## src/rtl/fir_mse_monitor.sv

```systemverilog
// +--------------------------------------------------------------------------+
// | fir_mse_monitor: windowed SSE / MSE / peak-error monitor that compares   |
// | exact and approximate FIR output streams.   Revision: 1.0                |
// +--------------------------------------------------------------------------+
`default_nettype none

module fir_mse_monitor #(
  parameter int DATA_W = 16,
  parameter int LOG2_N = 10
) (
  input  logic                           clk,
  input  logic                           rst,
  input  logic                           start,
  input  logic                           in_valid,
  output logic                           in_ready,
  input  logic signed [DATA_W-1:0]       y_ref,
  input  logic signed [DATA_W-1:0]       y_apx,
  output logic                           busy,
  output logic                           done,
  output logic [2*DATA_W+LOG2_N-1:0]     sse,
  output logic [2*DATA_W-1:0]            mse,
  output logic [DATA_W:0]                err_max
);

  localparam int SSE_W = 2*DATA_W + LOG2_N;

  typedef enum logic [1:0] {
    IDLE  = 2'd0,
    RUN   = 2'd1,
    DRAIN = 2'd2,
    DONE  = 2'd3
  } state_t;

  state_t              state;
  state_t              state_nxt;
  logic [LOG2_N-1:0]   cnt;
  logic                accept;
  logic                clear;
  logic                v1;
  logic                v2;
  logic [DATA_W:0]     diff1;
  logic [DATA_W:0]     abs1;
  logic [2*DATA_W-1:0] abs_w;
  logic [2*DATA_W-1:0] sq2;
  logic [DATA_W:0]     absd2;

  assign accept = in_valid && in_ready;
  assign clear  = (state == IDLE) && start;
  assign mse    = sse[SSE_W-1:LOG2_N];

  always_ff @(posedge clk) begin
    if (rst) begin
      state <= IDLE;
    end else begin
      state <= state_nxt;
    end
  end

  always_comb begin
    state_nxt = state;
    in_ready  = 1'b0;
    busy      = (state != IDLE);
    done      = 1'b0;
    case (state)
      IDLE:    if (start) state_nxt = RUN;
      RUN: begin
        in_ready = 1'b1;
        // the counter is all ones exactly when this accept is the Nth
        if (in_valid && (&cnt)) state_nxt = DRAIN;
      end
      DRAIN:   if (!v1 && !v2) state_nxt = DONE;
      DONE: begin
        done      = 1'b1;
        state_nxt = IDLE;
      end
      default: state_nxt = IDLE;
    endcase
  end

  // |y_ref - y_apx| never exceeds 2^DATA_W - 1, so the low DATA_W bits suffice for squaring
  assign abs1  = diff1[DATA_W] ? (~diff1 + 1'b1) : diff1;
  assign abs_w = {{DATA_W{1'b0}}, abs1[DATA_W-1:0]};

  always_ff @(posedge clk) begin
    if (rst) begin
      cnt     <= '0;
      v1      <= 1'b0;
      v2      <= 1'b0;
      diff1   <= '0;
      sq2     <= '0;
      absd2   <= '0;
      sse     <= '0;
      err_max <= '0;
    end else if (clear) begin
      cnt     <= '0;
      v1      <= 1'b0;
      v2      <= 1'b0;
      sse     <= '0;
      err_max <= '0;
    end else begin
      v1 <= accept;
      v2 <= v1;
      if (accept) begin
        cnt   <= cnt + 1'b1;
        diff1 <= {y_ref[DATA_W-1], y_ref} - {y_apx[DATA_W-1], y_apx};
      end
      if (v1) begin
        sq2   <= abs_w * abs_w;
        absd2 <= abs1;
      end
      if (v2) begin
        sse <= sse + {{LOG2_N{1'b0}}, sq2};
        if (absd2 > err_max) err_max <= absd2;
      end
    end
  end

endmodule

`default_nettype wire

```

## config.mk

```make
export PLATFORM = sky130hd
export DESIGN_NAME = fir_mse_monitor
export DESIGN_NICKNAME = d
export VERILOG_FILES = /design/src/rtl/fir_mse_monitor.sv
export SDC_FILE = /design/constraint.sdc
export NUM_CORES = 1
export LEC_CHECK = 0
export CORE_MARGIN = 2
export CORE_UTILIZATION = 65
export CTS_BUF_LIST = sky130_fd_sc_hd__clkbuf_4 sky130_fd_sc_hd__clkbuf_8
export CTS_CLUSTER_SIZE = 40
export DETAILED_ROUTE_END_ITERATION = 6
export DONT_BUFFER_PORTS = 1
export PLACE_DENSITY = 0.78
export SLEW_MARGIN = 20
export SYNTH_ARGS = -nofsm -noshare
export SYNTH_HDL_FRONTEND = slang
export SYNTH_SLANG_ARGS = --single-unit
```

## constraint.sdc

```tcl
create_clock -name clk -period 10.1 [get_ports clk]
set_clock_uncertainty 0.1 [all_clocks]
set_input_delay 2.02 -clock clk [delete_from_list [all_inputs] [get_ports clk]]
set_output_delay 2.02 -clock clk [all_outputs]
set_load 0.03 [all_outputs]
```

# After elaboration in Yosys (flattened, before gate mapping)
# Cells that the tools add are included.
dict set report totals {
  register_bits 139
  latchBits 0
  ramBits 0
  mem_bits_ro 0
  input_bits 36
  n_memories 0
}
dict set report classes {
  n_addsub 4
  n_mul 1
  div_mod_pow 0
  n_lt_le_gt_ge 1
  eq_ne 6
  shifts 0
  muxes 7
  n_bitwise 2
  reduce_logical 14
}
# operator n
set ops {}
lappend ops {{$add 42x32->42} 1}
lappend ops {{$mul 16x16->32} 1}
lappend ops {{$add 17x1->17 const B} 1}
lappend ops {{$gt 17x17->1} 1}
lappend ops {{$mux 17} 1}
lappend ops {{$not 17->17} 1}
lappend ops {{$sub 16x16->17} 1}
lappend ops {{$add 10x1->10 const B} 1}
lappend ops {{$reduce_and 10->1} 1}
lappend ops {{$pmux 2 s4} 1}
lappend ops {{$mux 2} 3}
lappend ops {{$ne 2x2->1 const B} 3}
lappend ops {{$reduce_and 2->1} 3}
lappend ops {{$eq 2x2->1 const B} 2}
lappend ops {{$logic_and 1x1->1} 4}
lappend ops {{$reduce_and 3->1} 1}
lappend ops {{$eq 2x1->1 const B} 1}
lappend ops {{$logic_not 1->1} 2}
lappend ops {{$logic_not 2->1} 1}
lappend ops {{$mux 1} 2}
lappend ops {{$reduce_bool 2->1} 1}
lappend ops {{$reduce_or 2->1} 1}
lappend ops {{$not 1->1} 1}

# Longest topological paths before layout
# Gate-level depths: netlist of run 1.
dict set report logic_depth {
  ltp_word 4
  ltp_mapped 31
}

# Worst setup path before layout of run 1
# OpenSTA, ideal clock, no wires.
dict set report synth_path {
  path_type {register -> register}
  from {register diff1[0]}
  to {register sq2[29]}
  setup_time_ns 0.120
  arrival_time_ns 7.832
  slack_ns 2.049
  path_stages_with_launch 30
  synth_period_minus_slack_ns 8.051
  cell_sequence {dfxtp_1 > clkbuf_1 > inv_1 > clkbuf_1 > ha_1 > nand3_1 > o31a_1 > xnor2_1 > clkinv_1 > nand2_1 > inv_1 > fa_1 > inv_1 > fa_1 > inv_1 > fa_1 > fa_1 > fa_1 > inv_1 > fa_1 > inv_1 > ha_1 > and4_1 > a221oi_1 > a31oi_1 > a221oi_1 > o21bai_1 > a221oi_1 > nor4_1 > a211o_1}
}
dict set report synth_via {
  elab_chain_len 4
}
# item line_no
set synth_lines {}
lappend synth_lines {{from (decl)} 41} ;# logic [DATA_W:0] diff1;
lappend synth_lines {{from (signal assigned)} 105} ;# diff1 <= {y_ref[DATA_W-1], y_ref} - {y_apx[DATA_W-1], y_apx};
lappend synth_lines {{$not 17->17} 81} ;# assign abs1 = diff1[DATA_W] ? (~diff1 + 1'b1) : diff1;
lappend synth_lines {{$add 17x1->17} 81}
lappend synth_lines {{$mux 17} 81}
lappend synth_lines {{via abs1[10]} 42} ;# logic [DATA_W:0] abs1;
lappend synth_lines {{$mul 16x16->32} 108} ;# sq2 <= abs_w * abs_w;
lappend synth_lines {{to (signal assigned)} 108}
lappend synth_lines {{to (decl)} 44} ;# logic [2*DATA_W-1:0] sq2;
# The timed path passes the listed nets, and every way through them passes these cells.
# A chain may end at the register's enable or synchronous reset.

# Final worst setup path of run 1
# Ends and elaborated chain as after synthesis.

==> results of run 1 <==
-- critical path, cell delays in order (launching register included) --
cell	delay, ns
dfxtp_1	0.45
inv_1	0.49
ha_1	0.30
nand3_1	0.22
o21ai_0	0.30
xor2_1	0.63
clkinv_1	0.54
nand2_1	0.29
fa_1	0.46
fa_1	0.49
inv_1	0.05
fa_1	0.52
fa_1	0.44
fa_1	0.54
inv_1	0.05
fa_1	0.53
inv_1	0.04
ha_1	0.34
a21o_1	0.18
a21oi_1	0.22
o31ai_1	0.10
a221oi_1	0.46
o21bai_1	0.25
a221oi_1	0.36
nor4_1	0.08
a211o_1	0.23
-- cell type report --
cell class | count | area share
tap | 324 | 0.0249
clock buffer | 19 | 0.0161
clock inverter | 13 | 0.00816
inverter | 306 | 0.0707
multi-input combinational | 1365 | 0.703
timing repair buffer | 18 | 0.00832
sequential | 137 | 0.169
-- metrics by stage --
| stage | setup WS (ns) | area (um^2) | utilization |
|---|---|---|---|
| final | 1.33 | 16200 | 0.674 |
| after global routing | 0.842 | 16200 | 0.674 |
| after CTS | 1.44 | 16200 | 0.674 |
| after detailed placement | 1.47 | 15900 | 0.658 |
| after global placement | 1.80 | 15900 | 0.658 |
| after floorplan | 2.05 | 15800 | - |
-- synth_stat cells, drive strengths merged (5+ instances only) --
library cell / number
xnor2: 54
nor4: 9
nor3: 33
nand2: 189
clkbuf: 45
or3: 12
inv: 302
o31a: 7
a211oi: 32
a31oi: 15
a21o: 42
nand4: 14
xor2: 22
and4: 7
nor2b: 9
a311o: 7
o21bai: 12
nand3b: 5
o21a: 20
nand2b: 15
nor2: 172
o31ai: 11
ha: 170
fa: 166
mux2i: 37
and3: 18
nand3: 57
dfxtp: 137
o211ai: 11
a21oi: 97
or4: 6
buf: 49
and2: 8
o21ai: 55
-- cell families (layout without fill, tap and decap cells) --
group | after synthesis | count (layout) | share of synthesized area
buf+inv | 400 | 356 | 0.103
compound gates | 347 | 347 | 0.145
flops | 137 | 137 | 0.174
simple gates | 567 | 567 | 0.166
xor+xnor | 76 | 76 | 0.0422
fa+ha+maj | 336 | 336 | 0.345
mux | 39 | 39 | 0.0249
-- placed cells by master (no fill, tap or decap), types with 5 or more instances in the layout --
master and count:
clkbuf_8 19, buf_4 18, xnor2_1 54, nand2_1 187
nand3_1 56, xor2_1 22, nand4_1 14, o31a_1 7
and2_1 7, or4_1 5, o21bai_1 12, and3_1 18
or3_1 11, nor2_1 172, o21a_1 20, a211oi_1 32
nor3_1 31, nor2b_1 9, inv_1 300, o211ai_1 11
fa_1 166, ha_1 170, inv_6 5, a21o_1 42
a311o_1 7, o31ai_1 11, nand2b_1 15, o21ai_0 53
nor4_1 9, nand3b_1 5, a21oi_1 94, a31oi_1 15
dfxtp_1 136, mux2i_1 37, and4_1 7
-- worst paths after layout --
check                              from              endpoint  slack, ns
setup reg to reg  diff1[0]$_SDFFE_PP0P_  sq2[29]$_SDFFE_PP0P_       1.33
setup / recovery  diff1[0]$_SDFFE_PP0P_  sq2[29]$_SDFFE_PP0P_       1.33
hold / removal     sq2[21]$_SDFFE_PP0P_  sq2[21]$_SDFFE_PP0P_       0.36
hold reg to reg    sq2[21]$_SDFFE_PP0P_  sq2[21]$_SDFFE_PP0P_       0.36
-- power groups by stage --
stage	combinational (mW)	clock (mW)	sequential (mW)
finish	0.653	0.471	0.597
global route	0.727	0.497	0.601
CTS	0.652	0.475	0.596
detailed placement	0.647	0	0.609
global placement	0.627	0	0.608
floorplan	0.488	0	0.592
-- sequential cells by signal, indices dropped and copies added, names as in the netlist --
name and cells:
sq2 31, diff1 17, v2 1, sse 42, absd2 16, state 2
cnt 10, err_max 17, v1 1
-- per-layer routing --
metal	GRT usage	vias up	wire [um]
met1	0.374	6335	15700
li1	-	6184	-
met5	0	-	0
met4	0.152	0	1800
met2	0.514	439	18100
met3	0.0634	100	2490
==> impl_metrics.ini, run 1 <==
[power_and_ir_drop]
pwr-share-comb = 0.379
p_seq_frac = 0.347
power.share.switching = 0.419
p_int_uw = 999
p_leak_nw = 8.11
vdd_drop_max_v = 0.0000719
clkPwrFrac = 0.274
design_power_total_mw = 1.72
power.density_mw_per_mm2 = 106
power.switching_uw = 722

[final_layout]
regArea_mm2 = 0.00274
fin_nets = 2217
synthToLayoutAreaGrowth_pct = 2.96
fillers = 2047
drive_gt1_frac = 0.0382
antenna_cells = 0
finalNonFillerCells = 2182
multi_input_area_mm2 = 0.0114

[yosys]
syn_nets = 2274
synth_area_leaders = fa_1 (21%), dfxtp_1 (17%), ha_1 (13%)
avgSynthCellArea_um2 = 8.30
async_reset_ff_frac = 0
ys_seq_area_frac = 0.174
synth_top_area_share = 0.211
yosysWarningCount = 0
synth-edff-count = 0
yosysTopAreaCell = fa_1
synth_cells = 1902
synth_area_mm2 = 0.0158
synth_ff_type = dfxtp_1
synth_cell_type_count = 72
synth-seq-cells = 137

[placement]
numPortBuffers = 0
hpwl_mm = 30.3
dpl.cell_count = 2150
gp_congestion = 0.960

[grt]
grt_start_max_net_pins = 73
grt_pass1_wl_mm = 63.0
gr-total-overflow = 0
grt_util_all_layers = 0.306
grt_pass1_vias = 13000
grt_antenna_before_repair = 0

[clock_network]
cts_root_buf = clkbuf_8
cts_setup_buffers = 0
clk_path_buf_depth = 2
htree_levels = 4
clkLatencyLatePin_ns = 0.48
cts_resized = 0
cts_buffers = 17
clock_sinks = 137
cts_tree = done
path_clk_slew_ns = 0.10
hold_buffers = 0

[worst_setup_path]
r2r.worst_path.cells = 25
worstPathArrival_ns = 9.02
crit_path_max_fanout = 15
end_kind = flip-flop
cp.required_ns = 10.35
path_class = reg -> reg
worstSetupStartpointType = flip-flop

[timing]
fin_crit_sh = 0.868
holdWs_ns = 0.363
finalMaxSlewViolations = 0
min_period_ns = 8.77
fin_setup_tns_ns = 0
fmax_mhz = 114
worst_pin_slew_ns = 1.00
rsz0062_at_grt = false
setup_viol = 0
hold_viol_final = 0
slew_headroom = 0.326

[floorplanning]
initial_utilization = 0.655
ios = 130
die_area_mm2 = 0.0255
die_w_um = 160
fp.dieH_um = 160
core_area_mm2 = 0.0241
num_rows = 57

[routing]
dr.pass1.iters = 5
vias = 13100
drtIter0Drc = 926
avgViaCountPerCell = 5.98
final_antenna_net_count = 0
wirelength_mm = 38.1
drc = 0
avgRoutedWirePerCell_um = 17.5

[status]
outcome = complete, no violations

[min_path]
hp-class = reg -> reg
hold_depth = 2

[job]
cap_violations = 0
(Power assumes the default switching activity.)
==> inputs of run 2 (changes only) <==
--- a/config.mk
+++ b/config.mk
@@ -5,6 +5,8 @@
 export SDC_FILE = /design/constraint.sdc
 export NUM_CORES = 1
 export LEC_CHECK = 0
+export ABC_CLOCK_PERIOD_IN_PS = 10100
+export CAP_MARGIN = 40
 export CORE_MARGIN = 2
 export CORE_UTILIZATION = 65
 export CTS_BUF_LIST = sky130_fd_sc_hd__clkbuf_4 sky130_fd_sc_hd__clkbuf_8
==> run 2 against run 1 <==
  * The run now ends with DRC left
  * Sequential share of layout area hardly changed
  * Utilization is 0.16 points higher
  * Design area rose by 0.23%
  * Count of clock-buffer cells in the layout stayed put
  * Setup slack got worse by 0.031 ns
  * First-iteration DRC count is 17% higher
  * Total power up 0.61%
  * Sequential power about the same
  * Clock power increased by 1%
  * Register-to-register slack worse by 0.03 ns
  * Critical endpoint unchanged
  * Largest cell class unchanged
==> impl_metrics.ini, run 2 (same netlist as run 1, synthesis figures left out) <==
[timing]
worst_pin_slew_ns = 0.780
slew_headroom = 0.478
finalMaxSlewViolations = 0
hold_viol_final = 0
rsz0062_at_grt = false
setup_viol = 0
fin_crit_sh = 0.871
min_period_ns = 8.80
fin_setup_tns_ns = 0
fmax_mhz = 114

[final_layout]
multi_input_area_mm2 = 0.0114
fin_nets = 2221
fillers = 2079
synthToLayoutAreaGrowth_pct = 3.19
fin_util = 0.676
finalNonFillerCells = 2185
final_cell_mix = inv_1 (300), nand2_1 (187), nor2_1 (172), ha_1 (170), fa_1 (166)
largest_reg_flops = 42
antenna_cells = 0
final_common_cell = inv_1
reg.largest.list = sse (42), sq2 (31)
drive_gt1_frac = 0.0392
regArea_mm2 = 0.00274
largest_register = sse

[placement]
hpwl_mm = 30.4
dpl.cell_count = 2153
gp_congestion = 0.960
numPortBuffers = 0

[clock_network]
cts_resized = 0
hold_buffers = 0
cts_tree = done
clock_sinks = 137
path_clk_slew_ns = 0.08
cts_buffers = 17
cts_root_buf = clkbuf_8
cts_setup_buffers = 0
clkLatencyLatePin_ns = 0.48
htree_levels = 4
clk_path_buf_depth = 2

[worst_setup_path]
worstSetupStartpointType = flip-flop
worstPathArrival_ns = 9.05
end_kind = flip-flop
crit_path_max_fanout = 15
path_class = reg -> reg
rrSetupSlack_ns = 1.30
cp.required_ns = 10.35

[power_and_ir_drop]
design_power_total_mw = 1.73
vdd_drop_max_v = 0.0000803
power.density_mw_per_mm2 = 106
p_leak_nw = 8.12

[status]
outcome = finished, violations left
violations = DRC

[floorplanning]
die_w_um = 160
core_area_mm2 = 0.0241
initial_utilization = 0.655
num_rows = 57
ios = 130
fp.dieH_um = 160
die_area_mm2 = 0.0255

[grt]
grt_util_all_layers = 0.305
grt_start_max_net_pins = 73
grt_pass1_wl_mm = 63.3
grt_antenna_before_repair = 0
grt_pass1_vias = 12900
gr-total-overflow = 0

[routing]
avgViaCountPerCell = 5.97
vias = 13000
drtIter0Drc = 1088
dr.pass1.iters = 7
avgRoutedWirePerCell_um = 17.5
final_antenna_net_count = 0
wirelength_mm = 38.3
drc = 2

[job]
cap_violations = 0

[min_path]
hp-class = reg -> reg
[run 2: worst max-delay path: stages (launching register included)]
cell	delay (ns)
dfxtp_1	0.45
inv_1	0.51
ha_1	0.31
nand3_1	0.22
o21ai_0	0.27
xor2_1	0.65
clkinv_1	0.55
nand2_1	0.29
fa_1	0.46
fa_1	0.49
inv_1	0.05
fa_1	0.52
fa_1	0.44
fa_1	0.54
inv_1	0.05
fa_1	0.53
inv_1	0.04
ha_1	0.35
a21o_1	0.18
a21oi_1	0.22
o31ai_1	0.09
a221oi_1	0.46
o21bai_1	0.25
a221oi_1	0.35
nor4_1	0.08
a211o_1	0.23
[run 2: layout make-up]
| type | count | share of cell area |
|---|---|---|
| Clock buffer | 19 | 0.0157 |
| Multi-Input combinational cell | 1365 | 0.701 |
| Inverter | 306 | 0.0705 |
| Timing Repair Buffer | 22 | 0.0106 |
| Sequential cell | 137 | 0.168 |
| Tap cell | 324 | 0.0249 |
| Clock inverter | 12 | 0.00876 |
[run 2: routing by layer]
| metal | track usage | vias to the layer above | routed length [um] |
|---|---|---|---|
| met3 | 0.0460 | 88 | 2360 |
| met1 | 0.388 | 6302 | 16100 |
| met4 | 0.128 | 0 | 1560 |
| met5 | 0 | - | 0 |
| met2 | 0.519 | 456 | 18300 |
| li1 | - | 6201 | - |
[run 2: final timing paths]
| kind | from | end | cells after the start |
|---|---|---|---|
| worst max-delay path | diff1[0]$_SDFFE_PP0P_ | sq2[29]$_SDFFE_PP0P_ | 25 |
| worst min-delay path | sq2[18]$_SDFFE_PP0P_ | sq2[18]$_SDFFE_PP0P_ | 2 |
| worst max register to register | diff1[0]$_SDFFE_PP0P_ | sq2[29]$_SDFFE_PP0P_ | 25 |
| worst min register to register | sq2[18]$_SDFFE_PP0P_ | sq2[18]$_SDFFE_PP0P_ | 2 |
[run 2: through the flow]
| step | worst slack (ns) | hold slack (ns) | cell area [um^2] |
|---|---|---|---|
| after CTS | 1.46 | 0.355 | 16300 |
| after global routing | 0.832 | 0.379 | 16300 |
| after floorplan | 2.05 | 0.336 | 15800 |
| after detailed placement | 1.50 | 0.346 | 15900 |
| after global placement | 1.80 | 0.342 | 15900 |
| final | 1.30 | 0.362 | 16300 |
[run 2: power by group]
part,switching (mW),internal (mW)
clock,0.245,0.231
combinational,0.433,0.225
sequential,0.0349,0.563
total,0.712,1.02
==> RTL edit (settings of run 2) <==
Make the reset (`rst`) asynchronous in 2 clocked blocks.
--- a/src/rtl/fir_mse_monitor.sv
+++ b/src/rtl/fir_mse_monitor.sv
@@ -50,3 +50,3 @@
 
-  always_ff @(posedge clk) begin
+  always_ff @(posedge clk or posedge rst) begin
     if (rst) begin
@@ -83,3 +83,3 @@
 
-  always_ff @(posedge clk) begin
+  always_ff @(posedge clk or posedge rst) begin
     if (rst) begin
Behaviour: differs if rst is asserted again (counterexample within 4 cycles, from zero or initial values and one cycle with rst high); with rst held inactive, the same outputs for 4 cycles.
==> RTL edit against run 2 <==
- synthesized area grew 2.1%
- sequential share of layout area grew 3.7 points
- via count shrank 4.2%
- largest cell class unchanged
- sequential cell count is the same
- critical endpoint is now sq2[31]
- setup slack gained 300 ps
- design area grew 2.7%
- wire length shrank 4.1%
- utilization grew 1.2 points
Power is left out: the tool's default activity adds up to more than one toggle a clock period on the data nets, which glitch-free logic cannot reach.
==> RTL edit: results (changes against run 2) <==
hold_ws=389.1 ps (was 361.8 ps); initial antenna violation count=2 (was 0); first-pass GRT wire length=61.95 mm (was 63.29 mm); Routed WL per cell=17.16 um (was 17.55 um); Multi-Input Combinational=1,315 (was 1,365); syn nets=2,221 (was 2,274); worst-margin pin slew=765.6 ps (was 780.2 ps); most frequent cells after synthesis=inv_1, nand2_1, ha_1, fa_1, nor2_1 (was inv_1, nand2_1, nor2_1, ha_1, fa_1); buffer count excluding the clock tree in the final layout=24 (was 22); largest net degree at the start of global routing=91 (was 73); gp weighted congestion=0.9743 (was 0.9602); DR pass1 iterations=5 (was 7); Highest Signal Layer=met5 (was met4); Clock-cell share=0.02537 (was 0.02443); status=complete, no violations (was finished, violations left); invs w/o clock=311 (was 306); library cells used by synthesis=82 (was 72); r2r setup slk=1600 ps (was 1300 ps); vias in the first global route=12.83k (was 12.88k); Post-Syn Instances=1,850 (was 1,902); Seq/total area=0.2051 (was 0.1685); CP max FO=17 (was 15); DR iter-0 viols=977 (was 1,088); Post-DP HPWL=29.17 mm (was 30.36 mm); DR WL met2=17.38 mm (was 18.33 mm); ys flop type=dfrtp_1 (was dfxtp_1); Final non-clock buffer share=0.01377 (was 0.01060); layout cell share with drive strength beyond 1=0.04508 (was 0.03923)
-- RTL edit: worst paths after layout --
check | start | to | cells past startpoint
hold reg to reg | sq2[4] | sq2[4] | 2
hold / removal | sq2[4] | sq2[4] | 2
setup reg to reg | diff1[0] | sq2[31] | 26
max in group asynchronous | rst | v2 | 2
setup / recovery | diff1[0] | sq2[31] | 26
min in group asynchronous | rst | err_max[10] | 1
-- RTL edit: worst max-delay path, cell delays in order (launching register included) --
cell and delay (ps):
dfrtp_1 520, clkinv_1 510, ha_1 450, nand2b_1 180, xor2_1 160, buf_4 190
inv_1 380, nand2_1 140, fa_1 580, inv_1 80, fa_1 500, fa_1 510
fa_1 510, fa_1 540, inv_1 50, fa_1 520, inv_1 40, ha_1 400
and4_1 260, and2_1 170, a221oi_2 310, a31oi_1 200, o21ai_1 350, o2111ai_1 190
a31oi_1 260, xnor2_1 160, o21ai_1 70
-- RTL edit: logic make-up (layout without fill, tap and decap cells) --
| family | after synthesis | count (layout) | share of synthesized area |
|---|---|---|---|
| XOR/XNOR | 70 | 70 | 0.03968 |
| adder cells (fa/ha/maj) | 335 | 335 | 0.3370 |
| buffers and inverters | 398 | 367 | 0.1016 |
| AO/OA/AOI/OAI | 341 | 341 | 0.1357 |
| flip-flops | 137 | 137 | 0.2128 |
| AND/OR/NAND/NOR | 529 | 529 | 0.1484 |
| multiplexers | 40 | 40 | 0.02485 |
-- RTL edit: stage by stage --
step / utilization / cell area (sq um) / worst slack (ps)
finish: 0.6875 / 16720 / 1595
global route: 0.6875 / 16720 / 1214
CTS: 0.6860 / 16680 / 1643
detailed placement: 0.6685 / 16260 / 1680
global placement: 0.6655 / 16190 / 1922
floorplan: - / 16110 / 2377
